$ cat src/rtl/mmc1_regs_if.sv
// CPU/PPU bus bundle seen by the MMC1 mapper.
// master drives address/data/strobes, slave (the mapper) samples them.
interface mmc1_regs_if;
  logic [14:0] cpu_addr;
  logic [7:0]  cpu_data_i;
  logic        cpu_rw;
  logic        romsel;
  logic [13:0] ppu_addr;

  modport master (
    output cpu_addr,
    output cpu_data_i,
    output cpu_rw,
    output romsel,
    output ppu_addr
  );

  modport slave (
    input cpu_addr,
    input cpu_data_i,
    input cpu_rw,
    input romsel,
    input ppu_addr
  );
endinterface

$ cat src/rtl/mmc1_regs.sv
// MMC1 serial-port register file with PRG/CHR/mirroring translation.
// Ports: clk_cpu, rst, bus (slave), prg_addr, prg_ram_ce, chr_addr, ciram_a10, ctrl, chr0, chr1, prg.
module mmc1_regs #(
  parameter int PRG_ROM_DEPTH = 17,
  parameter int CHR_ROM_DEPTH = 13
) (
  input  logic                     clk_cpu,
  input  logic                     rst,
  mmc1_regs_if.slave               bus,
  output logic [PRG_ROM_DEPTH-1:0] prg_addr,
  output logic                     prg_ram_ce,
  output logic [CHR_ROM_DEPTH-1:0] chr_addr,
  output logic                     ciram_a10,
  output logic [4:0]               ctrl,
  output logic [4:0]               chr0,
  output logic [4:0]               chr1,
  output logic [4:0]               prg
);

  logic       wr;
  logic       wr_q;
  logic       acc;
  logic [4:0] shift;
  logic [2:0] cnt;
  logic [4:0] val;

  // Only the first cycle of a back-to-back write burst (RMW) counts.
  assign wr  = !bus.cpu_rw && !bus.romsel;
  assign acc = wr && !wr_q;
  assign val = {bus.cpu_data_i[0], shift[4:1]};

  always_ff @(posedge clk_cpu) begin
    if (rst) begin
      wr_q  <= 1'b0;
      shift <= 5'd0;
      cnt   <= 3'd0;
      ctrl  <= 5'b01100;
      chr0  <= 5'd0;
      chr1  <= 5'd0;
      prg   <= 5'd0;
    end else begin
      wr_q <= wr;
      if (acc) begin
        // bit7 is checked first so it beats a would-be fifth write
        if (bus.cpu_data_i[7]) begin
          shift <= 5'd0;
          cnt   <= 3'd0;
          ctrl  <= ctrl | 5'b01100;
        end else if (cnt != 3'd4) begin
          shift <= val;
          cnt   <= cnt + 3'd1;
        end else begin
          shift <= 5'd0;
          cnt   <= 3'd0;
          unique case (bus.cpu_addr[14:13])
            2'b00:   ctrl <= val;
            2'b01:   chr0 <= val;
            2'b10:   chr1 <= val;
            default: prg  <= val;
          endcase
        end
      end
    end
  end

  logic       a14;
  logic [3:0] bank;
  logic [17:0] prg_full;
  logic [16:0] chr_full;

  assign a14 = bus.cpu_addr[14];

  always_comb begin
    bank = 4'h0;
    unique case (1'b1)
      !ctrl[3]:
        bank = {prg[3:1], a14};
      ctrl[3:2] == 2'b10:
        bank = a14 ? prg[3:0] : 4'h0;
      default:
        bank = a14 ? 4'hF : prg[3:0];
    endcase
  end

  always_comb begin
    chr_full = 17'd0;
    if (ctrl[4])
      chr_full = {bus.ppu_addr[12] ? chr1 : chr0,
                  bus.ppu_addr[11:0]};
    else
      chr_full = {chr0[4:1], bus.ppu_addr[12:0]};
  end

  always_comb begin
    ciram_a10 = 1'b0;
    unique case (ctrl[1:0])
      2'd0:    ciram_a10 = 1'b0;
      2'd1:    ciram_a10 = 1'b1;
      2'd2:    ciram_a10 = bus.ppu_addr[10];
      default: ciram_a10 = bus.ppu_addr[11];
    endcase
  end

  // Bank index is simply truncated to the fitted ROM size.
  assign prg_full   = {bank, bus.cpu_addr[13:0]};
  assign prg_addr   = prg_full[PRG_ROM_DEPTH-1:0];
  assign chr_addr   = chr_full[CHR_ROM_DEPTH-1:0];
  assign prg_ram_ce = bus.romsel && (bus.cpu_addr[14:13] == 2'b11)
                      && !prg[4];

  logic unused_bits;
  assign unused_bits = ^{prg_full, chr_full, bus.ppu_addr[13],
                         bus.cpu_data_i[6:1]};

endmodule

$ cat src/flat_wrapper.sv
// flat-port wrapper written by rule: the top's interface ports become plain ports
module mmc1_regs_flat 
#(
  parameter int PRG_ROM_DEPTH = 17,
  parameter int CHR_ROM_DEPTH = 13
)
  (clk_cpu, rst, prg_addr, prg_ram_ce, chr_addr, ciram_a10, ctrl, chr0, chr1, prg, bus_cpu_addr, bus_cpu_data_i, bus_cpu_rw, bus_romsel, bus_ppu_addr);
  mmc1_regs_if bus_i ();
  input  logic clk_cpu;
  input  logic rst;
  output logic [PRG_ROM_DEPTH-1:0] prg_addr;
  output logic prg_ram_ce;
  output logic [CHR_ROM_DEPTH-1:0] chr_addr;
  output logic ciram_a10;
  output logic [4:0] ctrl;
  output logic [4:0] chr0;
  output logic [4:0] chr1;
  output logic [4:0] prg;
  input wire logic [$bits(bus_i.cpu_addr)-1:0] bus_cpu_addr;
  input wire logic [$bits(bus_i.cpu_data_i)-1:0] bus_cpu_data_i;
  input wire logic [$bits(bus_i.cpu_rw)-1:0] bus_cpu_rw;
  input wire logic [$bits(bus_i.romsel)-1:0] bus_romsel;
  input wire logic [$bits(bus_i.ppu_addr)-1:0] bus_ppu_addr;
  assign bus_i.cpu_addr = bus_cpu_addr;
  assign bus_i.cpu_data_i = bus_cpu_data_i;
  assign bus_i.cpu_rw = bus_cpu_rw;
  assign bus_i.romsel = bus_romsel;
  assign bus_i.ppu_addr = bus_ppu_addr;
  mmc1_regs #(.PRG_ROM_DEPTH(PRG_ROM_DEPTH), .CHR_ROM_DEPTH(CHR_ROM_DEPTH)) u_core (.clk_cpu(clk_cpu), .rst(rst), .bus(bus_i), .prg_addr(prg_addr), .prg_ram_ce(prg_ram_ce), .chr_addr(chr_addr), .ciram_a10(ciram_a10), .ctrl(ctrl), .chr0(chr0), .chr1(chr1), .prg(prg));
endmodule
$ cat config.mk
export PLATFORM = sky130hd
export DESIGN_NAME = mmc1_regs_flat
export DESIGN_NICKNAME = d
export VERILOG_FILES = /design/src/rtl/mmc1_regs_if.sv /design/src/rtl/mmc1_regs.sv /design/src/flat_wrapper.sv
export SDC_FILE = /design/constraint.sdc
export NUM_CORES = 1
export LEC_CHECK = 0
export CAP_MARGIN = 20
export CORE_UTILIZATION = 38
export CTS_BUF_LIST = sky130_fd_sc_hd__clkbuf_8
export CTS_CLUSTER_DIAMETER = 200
export CTS_CLUSTER_SIZE = 20
export DETAILED_ROUTE_END_ITERATION = 16
export GPL_TIMING_DRIVEN = 0
export PLACE_DENSITY = 0.93
export SLEW_MARGIN = 20
export SYNTH_ARGS = -nofsm -noshare
export SYNTH_HDL_FRONTEND = slang
export SYNTH_SLANG_ARGS = --single-unit
$ cat constraint.sdc
create_clock -name clk_cpu -period 2 [get_ports clk_cpu]
set_input_delay 0.3 -clock clk_cpu [delete_from_list [all_inputs] [get_ports clk_cpu]]
set_output_delay 0.3 -clock clk_cpu [all_outputs]
set_load 0.01 [all_outputs]
Yosys cells after proc, flatten, opt, wreduce, memory -nomap -nowiden
Index checks and enable logic that the tools add are counted.

Register bits: 29. Input bits: 41. Output and inout bits: 52. Logic and storage cells: 51.

Add/subtract/negate cells: 1. Equality and inequality tests: 8. Muxes and demuxes: 13. Bitwise logic cells: 3. Reduce and logical (&&, ||, !) cells: 18.

Operators with widths (count): $reduce_and 4->1 (4); $mux 13 (1); $mux 3 (4); $mux 4 (3); $mux 5 (2); $eq 2x2->1 const B (4); $pmux 3 s2 (1); $logic_not 1->1 (5); $eq 2x1->1 const B (2); $logic_and 1x1->1 (4); $logic_not 2->1 (2); $add 3x1->3 const B (1); $ne 3x3->1 const B (1); $not 1->1 (3); $pmux 1 s3 (1); $reduce_and 3->1 (1); $reduce_or 3->1 (1); $ne 2x2->1 const B (1); $reduce_bool 2->1 (1); $mux 1 (1).

Depth between registers and ports, before layout
Depth after elaboration: 4. Mapped depth: 6.

Worst setup path after synthesis
Ideal clock, no wire load.

Kind: flip-flop to flip-flop. Start point: register u_core.cnt[0]. End point: register u_core.chr0[0]. Data arrival time: 1432 ps. Data required time: 1879 ps. Setup slack: 448 ps. Stages on the path, launching flop included: 7. Clock period less this slack: 1552 ps. Cells stage by stage: dfxtp_1 > inv_1 > ha_1 > nand4bb_4 > or4_4 > buf_6 > mux2i_1.

Cells in the longest elaborated chain, start to end: 3.

RTL lines: start, declared (line mmc1_regs.sv:24) `logic [2:0] cnt;`; start signal, assigned (line mmc1_regs.sv:51) `cnt <= cnt + 3'd1;`; $ne 3x3->1 (line mmc1_regs.sv:49) `end else if (cnt != 3'd4) begin`; $not 1->1 (no line); $reduce_and 4->1 (no line); end signal, assigned (line mmc1_regs.sv:57) `2'b01: chr0 <= val;`; end, declared (line mmc1_regs.sv:15) `output logic [4:0] chr0,`.

Every way passes these cells. A chain may end at the register's enable or synchronous reset.

Worst setup path after layout
Start point: input bus_romsel. End point: output prg_ram_ce.

Cells in the longest elaborated chain, start to end: 2.

RTL lines: start, declared (line flat_wrapper.sv:22) `input wire logic [$bits(bus_i.romsel)-1:0] bus_romsel;`; $logic_and 1x1->1 (line mmc1_regs.sv:108) `assign prg_ram_ce = bus.romsel && (bus.cpu_addr[14:13] == 2'b11)`; $logic_and 1x1->1 (line mmc1_regs.sv:109) `&& !prg[4];`; end, declared (line flat_wrapper.sv:12) `output logic prg_ram_ce;`.

Every way passes these cells.

==> flow_metrics.py <==
metrics = {
    "logic_synthesis": {
        "synthXorXnorAreaFrac_pct": 0.5705,
        "synth_compound_area_share_pct": 7.824,
        "synth_nets": 212,
        "synth_top_family_by_area": "simple AND/OR/NAND/NOR gates",
        "synth_mux_area_share_pct": 11.74,
        "ys_types": 29,
        "ys_ff_latch": 28,
        "syn_area_um2": 1535,
        "synthSimpleGateAreaFrac_pct": 25.18,
        "synth_cells": 169,
        "synthAdderAreaFrac_pct": 1.630,
        "seq_area_frac_synth_pct": 36.51,
        "avgSynthCellArea_um2": 9.084,
        "ys_warn_count": 0,
    },
    "timing": {
        "hold_viol_final": 0,
        "worst_slack_ns": 0.05719,
        "slew_headroom_pct": 56.38,
        "period_share_pct": 97.14,
        "rsz0062_at_grt": "no",
        "clock.fmax_ghz": 0.5147,
        "setup_viol": 0,
        "holdWs_ns": 0.4794,
        "layout_min_cycle_time_ns": 1.943,
        "fin_worst_skew_ns": 0.003070,
        "final_max_slew_viol_count": 0,
        "tightest_slew_ns": 0.6507,
    },
    "clock_network": {
        "htreeDepth": 1,
        "cts_tree": "done",
        "cts_inserted_buffers": 3,
        "insertion_delay_ns": 0.28,
        "cts.sinks": 28,
        "cts_root_buffer": "clkbuf_8",
        "clockBufferDepth": 2,
        "path_clk_slew_ns": 0.09,
        "hold_buffers": 0,
    },
    "placement": {
        "gp_congestion": 0.8314,
        "pre_cts_ws_ns": -0.05922,
        "dp_hpwl_um": 2658,
        "port_buffers": 60,
    },
    "grt": {
        "grt_util_all_layers_pct": 16.07,
        "grt_pass1_vias": 1172,
        "grt_pass1_wl_um": 5285,
        "antenna_found_initial": 0,
        "grt_max_degree": 16,
        "overflow": 0,
    },
    "die": {
        "die_w_um": 65.56,
        "die-area_um2": 4298,
        "die_h_um": 65.56,
        "start_util_pct": 40.71,
        "core_area_um2": 3771,
        "io_pins": 93,
        "core.rowCount": 22,
    },
    "pwr": {
        "leakage_nw": 0.8996,
        "peakVddDrop_uv": 319.0,
        "total_power_mw": 1.110,
        "powerDensity_nw_per_um2": 493.4,
    },
    "drt": {
        "drtAntennaViolNets": 0,
        "vias_per_cell": 4.769,
        "vias": 1340,
        "drt-initial-drc-count": 74,
        "drt_wl_total_um": 3365,
        "wl_per_cell_um": 11.98,
        "drc": 0,
        "drt_first_pass_iters": 4,
    },
    "critical_path": {
        "slowest_stage": "clkdlybuf4s50_1",
        "setup.worst_path.class": "in2out",
        "path_common_cell": "clkdlybuf4s50_1",
        "cp-end-kind": "primary output",
        "cp.required_ns": 1.70,
        "crit_fanout": 6,
        "r2r_start": "u_core.cnt[0]",
        "critPathArrivalTime_ns": 1.64,
        "slowest_delay_ns": 0.57,
        "startpoint_type": "input pin",
        "cp-startpoint": "bus_romsel",
        "crit_chain": "clkdlybuf4s50_1 > nor3b_1 > clkdlybuf4s50_1",
    },
    "job": {
        "cap_violations": 0,
    },
    "cells_and_area": {
        "layout-drive-gt1-share_pct": 16.31,
        "fillers": 332,
        "nets": 277,
        "finish.utilization_pct": 59.65,
        "n_antenna_cell": 0,
        "syn_to_final_growth_pct": 46.54,
    },
    "hold_path": {
        "hold_path.startpoint": "u_core.chr0[1]",
        "hold_class": "reg2reg",
    },
    "outcome": {
        "status": "finished clean",
    },
}
[synthesized netlist by cell type]
cell	count	area, um^2
or4_1	3	22.52
or3_1	2	12.51
nand3_1	3	15.01
and4bb_2	1	12.51
nand4bb_4	1	27.53
nand2_1	11	41.29
mux2i_1	18	180.2
nor4_1	1	6.260
dfxtp_1	28	560.5
buf_6	1	11.26
xnor2_1	1	8.760
nand2b_1	27	168.9
clkbuf_2	1	5.000
ha_1	2	25.02
nor4_4	1	21.27
buf_4	26	195.2
o311a_1	2	20.02
a31oi_1	2	12.51
nor3b_1	1	7.510
buf_2	1	5.000
nor3_1	3	15.01
clkbuf_1	5	18.77
o21ai_0	1	5.000
nor3_2	1	10.01
inv_1	5	18.77
o21bai_1	1	7.510
or4_4	1	11.26
nor2_1	4	15.01
a21oi_1	15	75.07
[worst paths after layout]
kind	to	slack, ns	cells after the start
worst min-delay path	u_core.chr0[1]	0.48	2
worst min register to register	u_core.chr0[1]	0.48	2
worst max-delay path	prg_ram_ce	0.06	3
worst max register to register	u_core.chr0[2]	0.33	6
[where the power goes]
part	total (mW)	switching (mW)	internal [mW]
logic	0.196	0.0735	0.123
registers	0.566	0.00517	0.561
clock network	0.347	0.171	0.176
total	1.11	0.250	0.860
[critical path, delay by kind of cell]
| kind | cells | cell delay (ns) |
|---|---|---|
| buf+inv | 2 | 1.13 |
| simple gates | 1 | 0.21 |
[sequential cells by signal, summed over array words and instances (netlist names)]
signal and flops:
u_core.wr_q 1, u_core.chr1 5, u_core.cnt 3, u_core.ctrl 5, u_core.prg 5, u_core.chr0 5, u_core.shift 4
[routing by layer]
| layer | vias up | part of all wire, % | track usage (%) |
|---|---|---|---|
| met5 | - | 0 | 0 |
| met4 | 0 | 1.4 | 4.891 |
| met3 | 6 | 7.0 | 4.861 |
| met2 | 54 | 49 | 26.80 |
| met1 | 609 | 43 | 19.66 |
| li1 | 671 | - | - |
[through the flow]
step	area (um^2)	std cells	TNS [ns]
2_1_floorplan	1535	169	0
3_3_place_gp	2196	277	-0.04615
3_5_place_dp	2196	277	-0.1635
4_1_cts	2250	281	0
5_1_grt	2250	281	0
6_report	2250	281	0
[layout by cell type, fill, tap and decap left out, drive strengths merged, types with 3 or more instances in the layout]
master,instances
mux2i,18
clkbuf,10
dfxtp,28
nor3,4
or4,4
nand2,11
nand3,3
clkdlybuf4s50,59
nand2b,27
nor2,4
inv,5
a21oi,15
buf,28
[cells by family after synthesis]
group           after synthesis
xor+xnor                      1
simple gates                 60
buf+inv                      39
mux                          18
compound gates               21
flops                        28
fa+ha+maj                     2
[cell type report]
class | instances | area (um^2) | area share, %
Sequential cell | 28 | 560.5 | 24.92
Tap cell | 48 | 60.06 | 2.670
Timing Repair Buffer | 60 | 599.3 | 26.64
Buffer | 34 | 235.2 | 10.46
Inverter | 5 | 18.77 | 0.8343
Clock buffer | 4 | 55.05 | 2.447
Multi-Input combinational cell | 102 | 720.7 | 32.04
[repair_timing]
item | in CTS | in global routing
resized for setup | 1 | 0
hold endpoints to repair | 0 | 0
setup endpoints to repair | 1 | 0
setup buffers | 0 | 0
No activity file was read; power rests on OpenSTA's default activity.
